## config.mk

```make
export PLATFORM = sky130hd
export DESIGN_NAME = seg_scan_capture
export DESIGN_NICKNAME = d
export VERILOG_FILES = /design/src/rtl/seg_scan_capture.sv
export SDC_FILE = /design/constraint.sdc
export NUM_CORES = 1
export LEC_CHECK = 0
export ABC_AREA = 1
export CAP_MARGIN = 20
export CORE_AREA = 2 2 103 105
export CTS_CLUSTER_SIZE = 30
export DETAILED_ROUTE_END_ITERATION = 16
export DIE_AREA = 0 0 105 107
export SLEW_MARGIN = 0
export SYNTH_ARGS = -nofsm -noshare
export SYNTH_HDL_FRONTEND = slang
export SYNTH_SLANG_ARGS = --single-unit
```

## constraint.sdc

```tcl
create_clock -name clk -period 2.4 [get_ports clk]
set_clock_uncertainty 0.15 [all_clocks]
set_input_delay 0.72 -clock clk [delete_from_list [all_inputs] [get_ports clk]]
set_output_delay 0.72 -clock clk [all_outputs]
set_load 0.05 [all_outputs]
```

## src/rtl/seg_scan_capture.sv

```systemverilog
`default_nettype none
//============================================================================
// Module      : seg_scan_capture
// Description : Receive side of a multiplexed 4-digit 7-segment display.
//               Samples the digit strobes and segment bus and rebuilds the
//               four displayed hex digits as a 16-bit word.
// Ports       : clk, rst            - clock, synchronous active-high reset
//               i_d1..i_d4          - digit strobes (i_d1 = most significant)
//               i_seg[6:0]          - segments, bit 0 = a .. bit 6 = g
//               o_value[15:0]       - last complete frame (D1 in [15:12])
//               o_valid             - o_value holds a complete frame
//               o_frame_done        - 1-cycle pulse when o_value updates
//               o_err_multi         - 1-cycle pulse, >1 strobe active
//               o_err_pat           - 1-cycle pulse, undecodable pattern
// Revision    : 1.0 - initial release
//============================================================================
module seg_scan_capture #(
  parameter int SETTLE_CYCLES = 4,     // stable cycles before capture (1..255)
  parameter bit DIG_ACT       = 1'b0,  // active level of strobes
  parameter bit SEG_ACT       = 1'b0   // active level of segments
) (
  input  logic        clk,
  input  logic        rst,
  input  logic        i_d1,
  input  logic        i_d2,
  input  logic        i_d3,
  input  logic        i_d4,
  input  logic [6:0]  i_seg,
  output logic [15:0] o_value,
  output logic        o_valid,
  output logic        o_frame_done,
  output logic        o_err_multi,
  output logic        o_err_pat
);

  localparam logic [7:0] c_SETTLE    = 8'(SETTLE_CYCLES);
  localparam logic [7:0] c_SETTLE_M1 = 8'(SETTLE_CYCLES - 1);

  typedef enum logic [1:0] {
    S_IDLE    = 2'd0,
    S_SETTLE  = 2'd1,
    S_CAPTURE = 2'd2,
    S_HOLD    = 2'd3
  } state_t;

  // Strobe vector bit 3 = D1 ... bit 0 = D4, so bit i maps to nibble i.
  logic [3:0]  r_dig;
  logic [6:0]  r_seg;
  state_t      r_state;
  logic [7:0]  r_cnt;
  logic [3:0]  r_ref_dig;
  logic [6:0]  r_ref_seg;
  logic [15:0] r_staging;
  logic [3:0]  r_seen;

  logic        w_none;
  logic        w_multi;
  logic        w_one;
  logic        w_same;
  logic        w_dec_ok;
  logic [3:0]  w_dec_nib;
  logic [3:0]  w_seen_nxt;
  logic [15:0] w_stage_nxt;

  assign w_none     = (r_dig == 4'b0000);
  // Clearing the lowest set bit leaves something only if two or more were set.
  assign w_multi    = ((r_dig & (r_dig - 4'd1)) != 4'b0000);
  assign w_one      = !w_none && !w_multi;
  assign w_same     = (r_dig == r_ref_dig) && (r_seg == r_ref_seg);
  assign w_seen_nxt = r_seen | r_ref_dig;

  // Segment pattern (gfedcba, active-high) to hex nibble.
  always_comb begin
    w_dec_ok  = 1'b1;
    w_dec_nib = 4'h0;
    case (r_ref_seg)
      7'h3F: w_dec_nib = 4'h0;
      7'h06: w_dec_nib = 4'h1;
      7'h5B: w_dec_nib = 4'h2;
      7'h4F: w_dec_nib = 4'h3;
      7'h66: w_dec_nib = 4'h4;
      7'h6D: w_dec_nib = 4'h5;
      7'h7D: w_dec_nib = 4'h6;
      7'h07: w_dec_nib = 4'h7;
      7'h7F: w_dec_nib = 4'h8;
      7'h6F: w_dec_nib = 4'h9;
      7'h77: w_dec_nib = 4'hA;
      7'h7C: w_dec_nib = 4'hB;
      7'h39: w_dec_nib = 4'hC;
      7'h5E: w_dec_nib = 4'hD;
      7'h79: w_dec_nib = 4'hE;
      7'h71: w_dec_nib = 4'hF;
      default: w_dec_ok = 1'b0;
    endcase
  end

  // Staging word with the decoded nibble dropped into the referenced slot.
  always_comb begin
    w_stage_nxt = r_staging;
    for (int i = 0; i < 4; i++) begin
      if (r_ref_dig[i]) begin
        w_stage_nxt[i*4 +: 4] = w_dec_nib;
      end
    end
  end

  always_ff @(posedge clk) begin
    if (rst) begin
      r_dig        <= 4'b0000;
      r_seg        <= 7'h00;
      r_state      <= S_IDLE;
      r_cnt        <= 8'd0;
      r_ref_dig    <= 4'b0000;
      r_ref_seg    <= 7'h00;
      r_staging    <= 16'h0000;
      r_seen       <= 4'b0000;
      o_value      <= 16'h0000;
      o_valid      <= 1'b0;
      o_frame_done <= 1'b0;
      o_err_multi  <= 1'b0;
      o_err_pat    <= 1'b0;
    end else begin
      // Normalise to active-high at the input register.
      r_dig <= {i_d1, i_d2, i_d3, i_d4} ^ {4{~DIG_ACT}};
      r_seg <= i_seg ^ {7{~SEG_ACT}};

      o_frame_done <= 1'b0;
      o_err_multi  <= 1'b0;
      o_err_pat    <= 1'b0;

      // Overlapping strobes abort the partial frame from any state,
      // including a pending capture.
      if (w_multi) begin
        o_err_multi <= 1'b1;
        r_staging   <= 16'h0000;
        r_seen      <= 4'b0000;
        r_cnt       <= 8'd0;
        r_state     <= S_IDLE;
      end else begin
        case (r_state)
          S_IDLE: begin
            if (w_one) begin
              r_state   <= S_SETTLE;
              r_cnt     <= 8'd1;
              r_ref_dig <= r_dig;
              r_ref_seg <= r_seg;
            end
          end

          S_SETTLE: begin
            if (w_none) begin
              r_state <= S_IDLE;
              r_cnt   <= 8'd0;
            end else if (w_same) begin
              // Counter saturates at the threshold; it never wraps.
              if (r_cnt >= c_SETTLE_M1) begin
                r_cnt   <= c_SETTLE;
                r_state <= S_CAPTURE;
              end else begin
                r_cnt <= r_cnt + 8'd1;
              end
            end else begin
              r_cnt     <= 8'd1;
              r_ref_dig <= r_dig;
              r_ref_seg <= r_seg;
            end
          end

          S_CAPTURE: begin
            r_state <= S_HOLD;
            if (w_dec_ok) begin
              r_staging <= w_stage_nxt;
              // Completing frame publishes straight from the merged word.
              if (w_seen_nxt == 4'b1111) begin
                o_value      <= w_stage_nxt;
                o_valid      <= 1'b1;
                o_frame_done <= 1'b1;
                r_seen       <= 4'b0000;
              end else begin
                r_seen <= w_seen_nxt;
              end
            end else begin
              o_err_pat <= 1'b1;
              r_staging <= 16'h0000;
              r_seen    <= 4'b0000;
            end
          end

          S_HOLD: begin
            // Same strobe stays parked here: one capture per strobe period.
            if (w_none) begin
              r_state <= S_IDLE;
              r_cnt   <= 8'd0;
            end else if (r_dig != r_ref_dig) begin
              r_state   <= S_SETTLE;
              r_cnt     <= 8'd1;
              r_ref_dig <= r_dig;
              r_ref_seg <= r_seg;
            end
          end

          default: begin
            r_state <= S_IDLE;
            r_cnt   <= 8'd0;
          end
        endcase
      end
    end
  end

endmodule
`default_nettype wire
```

# After elaboration in Yosys (flattened, before gate mapping)
# Cells that the tools add are included.
# W data, S select, Z words.
[totals]
reg_bits = 72
in_bits = 13
wordCells = 108
[classes]
n_addsub = 2
magnitude_cmp = 1
n_eq_ne = 31
muxes = 38
n_bitwise = 7
n_reduce_logical = 16
[op_table]
columns = ["cell", "n"]
rows = [
  ["$eq A7 B7 Y1 const B", 12],
  ["$pmux W4 S15", 1],
  ["$mux W8", 6],
  ["$mux W4", 11],
  ["$mux W7", 5],
  ["$pmux W8 S3", 1],
  ["$pmux W7 S3", 1],
  ["$mux W16", 1],
  ["$reduce_or A16 Y1", 1],
  ["$eq A7 B3 Y1 const B", 2],
  ["$eq A7 B6 Y1 const B", 2],
  ["$mux W2", 6],
  ["$pmux W4 S3", 1],
  ["$ne A2 B2 Y1 const B", 5],
  ["$ne A3 B3 Y1 const B", 3],
  ["$add A8 B1 Y8 const B", 1],
  ["$ge A8 B2 Y1 const B", 1],
  ["$pmux W2 S4", 1],
  ["$reduce_and A4 Y1", 2],
  ["$eq A7 B7 Y1", 1],
  ["$not A7 Y7", 1],
  ["$reduce_and A7 Y1", 1],
  ["$and A4 B4 Y4", 1],
  ["$eq A2 B2 Y1 const B", 2],
  ["19 further kinds", 26],
]

# Depth between registers and ports, before layout
[logic_depth]
word_depth = 7
ltp_mapped = 13
mapped_depth_nobuf = 12

# Worst setup path after synthesis
# OpenSTA, ideal clock, no wires.
[synth_timing]
path_type = "input -> register"
from = "input port rst"
to = "register r_cnt[3]"
setup_ps = 128
t_arrival_ps = 1592
required_time_ps = 2122
setup_slack_ps = 531
path_stages = 5
n_path_buf = 2
cell_sequence = "clkbuf_1 -> nor2_1 -> inv_2 -> clkbuf_1 -> nor2_1"
[synth_via]
elab_chain_cells = 1
[synth_rtl]
columns = ["element", "line", "source"]
rows = [
  ["start: declaration", "23", "input logic rst,"],
  ["$reduce_or A2 Y1 (no line)", "--", ""],
  ["end signal: assignment", "157", "r_cnt <= c_SETTLE;"],
  ["end signal: assignment", "160", "r_cnt <= r_cnt + 8'd1;"],
  ["end: declaration", "50", "logic [7:0] r_cnt;"],
]
# Every way passes these cells.
# A chain may end at the register's enable or synchronous reset.

# Worst setup path after layout
[layout_timing]
from = "register o_value[6]"
to = "output port o_value[6]"
[layout_lines]
columns = ["element", "line", "source"]
rows = [
  ["start: declaration", "29", "output logic [15:0] o_value,"],
  ["start signal: assignment", "175", "o_value <= w_stage_nxt;"],
]
# No word-level cell between the ends.

==> results.sh <==
export IMPL_outcome="complete, no violations"
export IMPL_yosys_warnings=0
export IMPL_grt_overflow_total=0
export IMPL_yosysTopAreaCell="dfxtp_1"
export IMPL_start_kind="flop"
export IMPL_first_iter_violations=133
export IMPL_finalPower_w=0.00276
export IMPL_worst_path_stages=1
export IMPL_critical_path_class="reg -> out"
export IMPL_dp_slack_ns=0.161
export IMPL_grt_antenna_before_repair=0
export IMPL_worst_path_max_delay_cell="clkdlybuf4s50_1"
export IMPL_wl_per_cell_um=11.4
export IMPL_critPathArrivalTime_ns=1.48
export IMPL_diodes=0
export IMPL_grt_max_degree=28
export IMPL_netlist_area_um2=3460
export IMPL_synth_area_leaders="dfxtp_1 (42%), nand2_1 (19%), nor2_1 (8.7%)"
export IMPL_dr_pass1_iters=4
export IMPL_min_path_type="reg -> reg"
export IMPL_p_per_area_nw_per_um2=667
export IMPL_grt_pass1_wl_um=13500
export IMPL_slew_headroom_pct=59.6
export IMPL_clock_fmax_ghz=0.425
export IMPL_max_cap_violations=0
export IMPL_design_area_um2=4130
export IMPL_die_h_um=107
export IMPL_drc_errors=0
export IMPL_die_w_um=105
export IMPL_cts_hold_buf=0
export IMPL_rr_worst_depth=9
export IMPL_regToRegSetupSlack_ns=0.33
export IMPL_synthDistinctLibCells=28
export IMPL_path_cells="clkdlybuf4s50_1"
export IMPL_critical_path_max_fanout=2
export IMPL_clkLatencyLatePin_ns=0.35
export IMPL_grt_pass1_vias=3008
export IMPL_reg2reg_to="o_value[15]"
export IMPL_clkTransAtPathRegs_ns=0.08
export IMPL_worstReg2RegStart="r_dig[0]"
export IMPL_required_ns=1.53
export IMPL_synthCells=524
export IMPL_synth_top_area_share_pct=41.6
export IMPL_via_per_inst=4.58
export IMPL_rsz0062_at_grt="false"
export IMPL_finalCritPeriodShare_pct=98.1
export IMPL_finalSetupViolations=0
export IMPL_cts_tree="built"
export IMPL_crit_end="o_value[6]"
export IMPL_row_count=37
export IMPL_layout_setup_ws_ns=0.0463
export IMPL_setup_tns_ns=0
export IMPL_syn_nets=538
export IMPL_cts_setup_buffers=0
export IMPL_slowest_delay_ns=0.80
export IMPL_ios=33
export IMPL_numCtsBuffers=9
export IMPL_end_kind="output port"
export IMPL_path_buf_inv=1
export IMPL_place_gp_congestion=0.840
export IMPL_core_um2=10100
export IMPL_drive_gt1_share_pct=9.61
export IMPL_slew_viol_final=0
export IMPL_utilization_pct=40.9
export IMPL_start_util_pct=34.3
export IMPL_cts_root_buf="clkbuf_8"
export IMPL_period_minus_slack_ns=2.35
export IMPL_htreeDepth=3
export IMPL_avgSynthCellArea_um2=6.61
export IMPL_cp_startpoint="o_value[6]"
export IMPL_clockBufferDepth=2
export IMPL_worst_pin_slew_ns=0.601
export IMPL_ant_nets=0
export IMPL_p_leak_nw=1.95
export IMPL_synth_seq_area_share_pct=41.6
export IMPL_dpl_hpwl_um=5770
export IMPL_placed_cell_area_um2=3930
export IMPL_ys_ff_latch=72
export IMPL_cts_num_sinks=72
export IMPL_areaGrowthSynthToFinish_pct=19.3
export IMPL_vias=3197
export IMPL_vdd_drop_max_uv=263
export IMPL_die_area_um2=11200
export IMPL_cp_top_family="buffers and inverters"
export IMPL_hold_viol_final=0
export IMPL_port_buffers=32
export IMPL_grt_util_all_layers_pct=14.9
export IMPL_routed_wl_um=7960
export IMPL_cts_resized=2
export IMPL_final_nets=571
worst min-delay path by stage:
stage | from | to | slack, ns | depth (start not counted)
floorplan | r_cnt[3] | r_cnt[3] | 0.27 | 2
global placement | r_cnt[3] | r_cnt[3] | 0.28 | 2
detailed placement | r_cnt[3] | r_cnt[3] | 0.28 | 2
CTS | r_cnt[3] | r_cnt[3] | 0.30 | 2
global route | r_cnt[5] | r_cnt[5] | 0.32 | 2
finish | r_cnt[3] | r_cnt[3] | 0.30 | 2
layout by cell type, fill, tap and decap left out, drive strengths merged:
master | netlist | final
buf | 12 | 11
a21oi | 36 | 36
o21ai | 8 | 8
dlymetal6s2s | 0 | 8
xnor2 | 6 | 6
xor2 | 1 | 1
nor4 | 1 | 1
a31oi | 4 | 4
dfxtp | 72 | 72
inv | 49 | 53
or2 | 5 | 5
dlygate4sd2 | 0 | 2
nor2 | 88 | 88
ha | 1 | 1
nor3 | 4 | 4
nand3 | 45 | 45
clkbuf | 9 | 9
and2 | 1 | 1
nand3b | 2 | 2
clkinvlp | 0 | 3
clkdlybuf4s50 | 0 | 22
nand4 | 6 | 6
nand2 | 174 | 174
registers in the layout, indices dropped and copies added (netlist names), named ones only:
signal        count
r_staging        16
r_ref_dig         4
o_valid           1
r_seen            4
r_dig             4
o_err_multi       1
o_value          16
r_ref_seg         7
r_state           1
r_seg             7
r_cnt             8
o_frame_done      1
o_err_pat         1
metal layers:
layer,global-route usage [%],share of wire [%]
met4,5.71,2.0
met5,0,0
met2,24.6,45
met3,3.34,4.9
met1,18.9,48
per-stage QoR:
stage,instances,hold WS [ns]
after floorplan,524,0.269
after global placement,682,0.278
after detailed placement,682,0.285
after CTS,698,0.299
after global routing,698,0.325
final,698,0.299
worst register-to-register path, delay by kind of cell (launching register included):
family,cells,cell delay (ns)
compound gates,1,0.06
buf+inv,1,0.08
flops,1,0.36
simple gates,7,1.38
layout make-up:
| type | instances | area (um2) |
|---|---|---|
| fill | 1093 | 5960 |
| multi-input combinational | 382 | 1730 |
| sequential | 72 | 1440 |
| timing repair buffer | 43 | 420 |
| inverter | 49 | 184 |
| tap | 136 | 170 |
| clock buffer | 9 | 124 |
| clock inverter | 7 | 62.6 |
power breakdown:
group | internal, W | switching, W
clock network | 0.000396 | 0.000526
logic | 0.000189 | 0.000316
registers | 0.00125 | 0.0000832
total | 0.00183 | 0.000925
logic make-up after synthesis:
logic type | share of synthesized area (%)
XOR/XNOR | 1.77
flip-flops | 41.6
AND/OR/NAND/NOR | 40.7
adder cells (fa/ha/maj) | 0.361
buffers and inverters | 8.45
AO/OA/AOI/OAI | 7.08
Yosys cell counts:
library cell	count
a21oi_1	36
a31oi_1	4
and2_1	1
buf_1	1
buf_2	6
buf_4	4
buf_6	1
clkbuf_1	9
dfxtp_1	72
ha_1	1
inv_1	42
inv_2	7
nand2_1	172
nand2_2	2
nand3_1	40
nand3_2	3
nand3_4	2
nand3b_1	2
nand4_1	6
nor2_1	80
nor2_2	4
nor2_4	4
nor3_1	4
nor4_1	1
o21ai_0	8
or2_2	5
xnor2_1	6
xor2_1	1
Note: power is estimated with default switching activity, not from simulation.
==> edit: new RTL, config.mk and constraints unchanged <==
The parameter `SEG_ACT` goes from 1'b0 to 1'b1.
--- a/src/rtl/seg_scan_capture.sv
+++ b/src/rtl/seg_scan_capture.sv
@@ -17,7 +17,7 @@
 module seg_scan_capture #(
   parameter int SETTLE_CYCLES = 4,     // stable cycles before capture (1..255)
   parameter bit DIG_ACT       = 1'b0,  // active level of strobes
-  parameter bit SEG_ACT       = 1'b0   // active level of segments
+  parameter bit SEG_ACT       = 1'b1   // active level of segments
 ) (
   input  logic        clk,
   input  logic        rst,
Function: changed (Yosys sat finds a counterexample within 10 cycles, from zero or initial values and one cycle with rst high).
==> edit against the original RTL <==
Final cell count decreased by 2.4%. Total power fell by 5.8%. Worst setup slack got worse by 0.00059 ns. Sequential power fell by 5%. Die area did not move. Count of clock-buffer cells in the layout rose by 1. First-iteration DRC count shrank 13%. Utilization about the same. Register-to-register slack better by 0.03 ns. Final area hardly changed. Sequential cell count unchanged. Area after synthesis shrank 0.29%. Largest power group unchanged. Wire length decreased by 4.3%.
==> edit: results (changes against the original RTL) <==
ys_top_cells_by_count: "nand2_1 (145), nor2_1 (78), dfxtp_1 (72)"
drt_iter0_markers: 116  # -13%
layout-drive-gt1-share_pct: 10.8  # +1.2 points
outcome: "completed"
yosys-top-cells-area: "dfxtp_1 (42%), nand2_1 (16%), nor2_1 (8.5%)"
yosys_warnings: 0  # unchanged
setup_tns_ns: 0  # unchanged
worstHoldStart: "r_cnt[4]"
nets: 554  # -3.0%
synth_seq_area_share_pct: 41.7  # +0.12 points
synth.top_cell.area_share_pct: 41.7  # +0.12 points
r2r-start: "r_ref_seg[5]"
nFillCells: 1108  # +1.4%
grt_antenna_before_repair: 0  # unchanged
p_leak_uw: 0.00187  # -3.9%
vias_per_cell: 4.61  # +0.70%
synth_fp_nets: 523  # -2.8%
grt_pass1_wl_mm: 13.1  # -2.9%
cts-resized-gates: 0  # -2
worstSetupStartpoint: "o_value[11]"
track_usage_pct: 14.4  # -0.46 points
grt_pass1_vias: 2900  # -3.6%
grt_max_degree: 29  # +3.6%
holdWs_ns: 0.291  # -0.00728 ns
ir_drop_mv: 0.327  # +24%
cts-htree-levels: 3  # unchanged
dp_hpwl_mm: 5.51  # -4.4%
routed_wl_mm: 7.62  # -4.3%
worst_pin_slew_ns: 0.509  # -0.0923 ns
rrSetupSlack_ns: 0.36  # +0.03 ns
port-buffer-count: 32  # unchanged
[edit: cell types whose count changed after synthesis, sizes merged, moves of 3 or more]
| cell | unedited run | this run |
|---|---|---|
| a31oi | 4 | 8 |
| buf | 12 | 15 |
| clkbuf | 9 | 6 |
| nand2 | 174 | 153 |
| xnor2 | 6 | 3 |
[edit: path summary, 6_finish.rpt]
path	to	cells after the start
setup / recovery	o_value[11]	1
setup reg to reg	o_value[0]	11
hold / removal	r_cnt[4]	2
hold reg to reg	r_cnt[4]	2
[edit: logic make-up after synthesis]
| kind of cell | count (synthesis) | synth area share, % |
|---|---|---|
| AOI/OAI and AO/OA | 55 | 8.26 |
| xor gates and xnor gates | 6 | 1.52 |
| adders and majority gates | 1 | 0.362 |
| buffers and inverters | 74 | 9.46 |
| DFF | 72 | 41.7 |
| and+or+nand+nor | 301 | 38.7 |
[edit: area by class of cell]
class	instances	area (um^2)	share of cell area, %
flip-flops and latches	72	1440	34.9
repair buffers	41	413	9.99
well taps	136	170	4.12
inverters	53	199	4.81
multi-input cells	363	1690	40.9
clock buffers	10	128	3.09
clock inverters	6	91.3	2.21
[edit: through the flow]
stage / worst slack [ns] / power (uW) / area, um^2 / cells
floorplan: 0.630 / 1480 / 3450 / 509
global placement: 0.0668 / 1560 / 3900 / 665
detailed placement: 0.0596 / 1560 / 3900 / 665
CTS: 0.0102 / 2620 / 4120 / 681
global route: 0.00221 / 2720 / 4130 / 681
finish: 0.0457 / 2600 / 4130 / 681
[edit: report_power, final]
group | internal, uW | leakage [uW] | total (uW) | switching, uW
combinational | 102 | 0.00118 | 276 | 174
clock | 593 | 0.000111 | 1060 | 466
sequential | 1220 | 0.000585 | 1260 | 36.9
total | 1920 | 0.00187 | 2600 | 677
[edit: per-layer routing]
layer	track usage (%)	vias to the layer above	part of all wire (%)
li1	-	1661	-
met1	17.5	1415	48
met2	25.3	58	47
met3	2.55	7	4.0
met4	5.52	0	1.4
met5	0	-	0
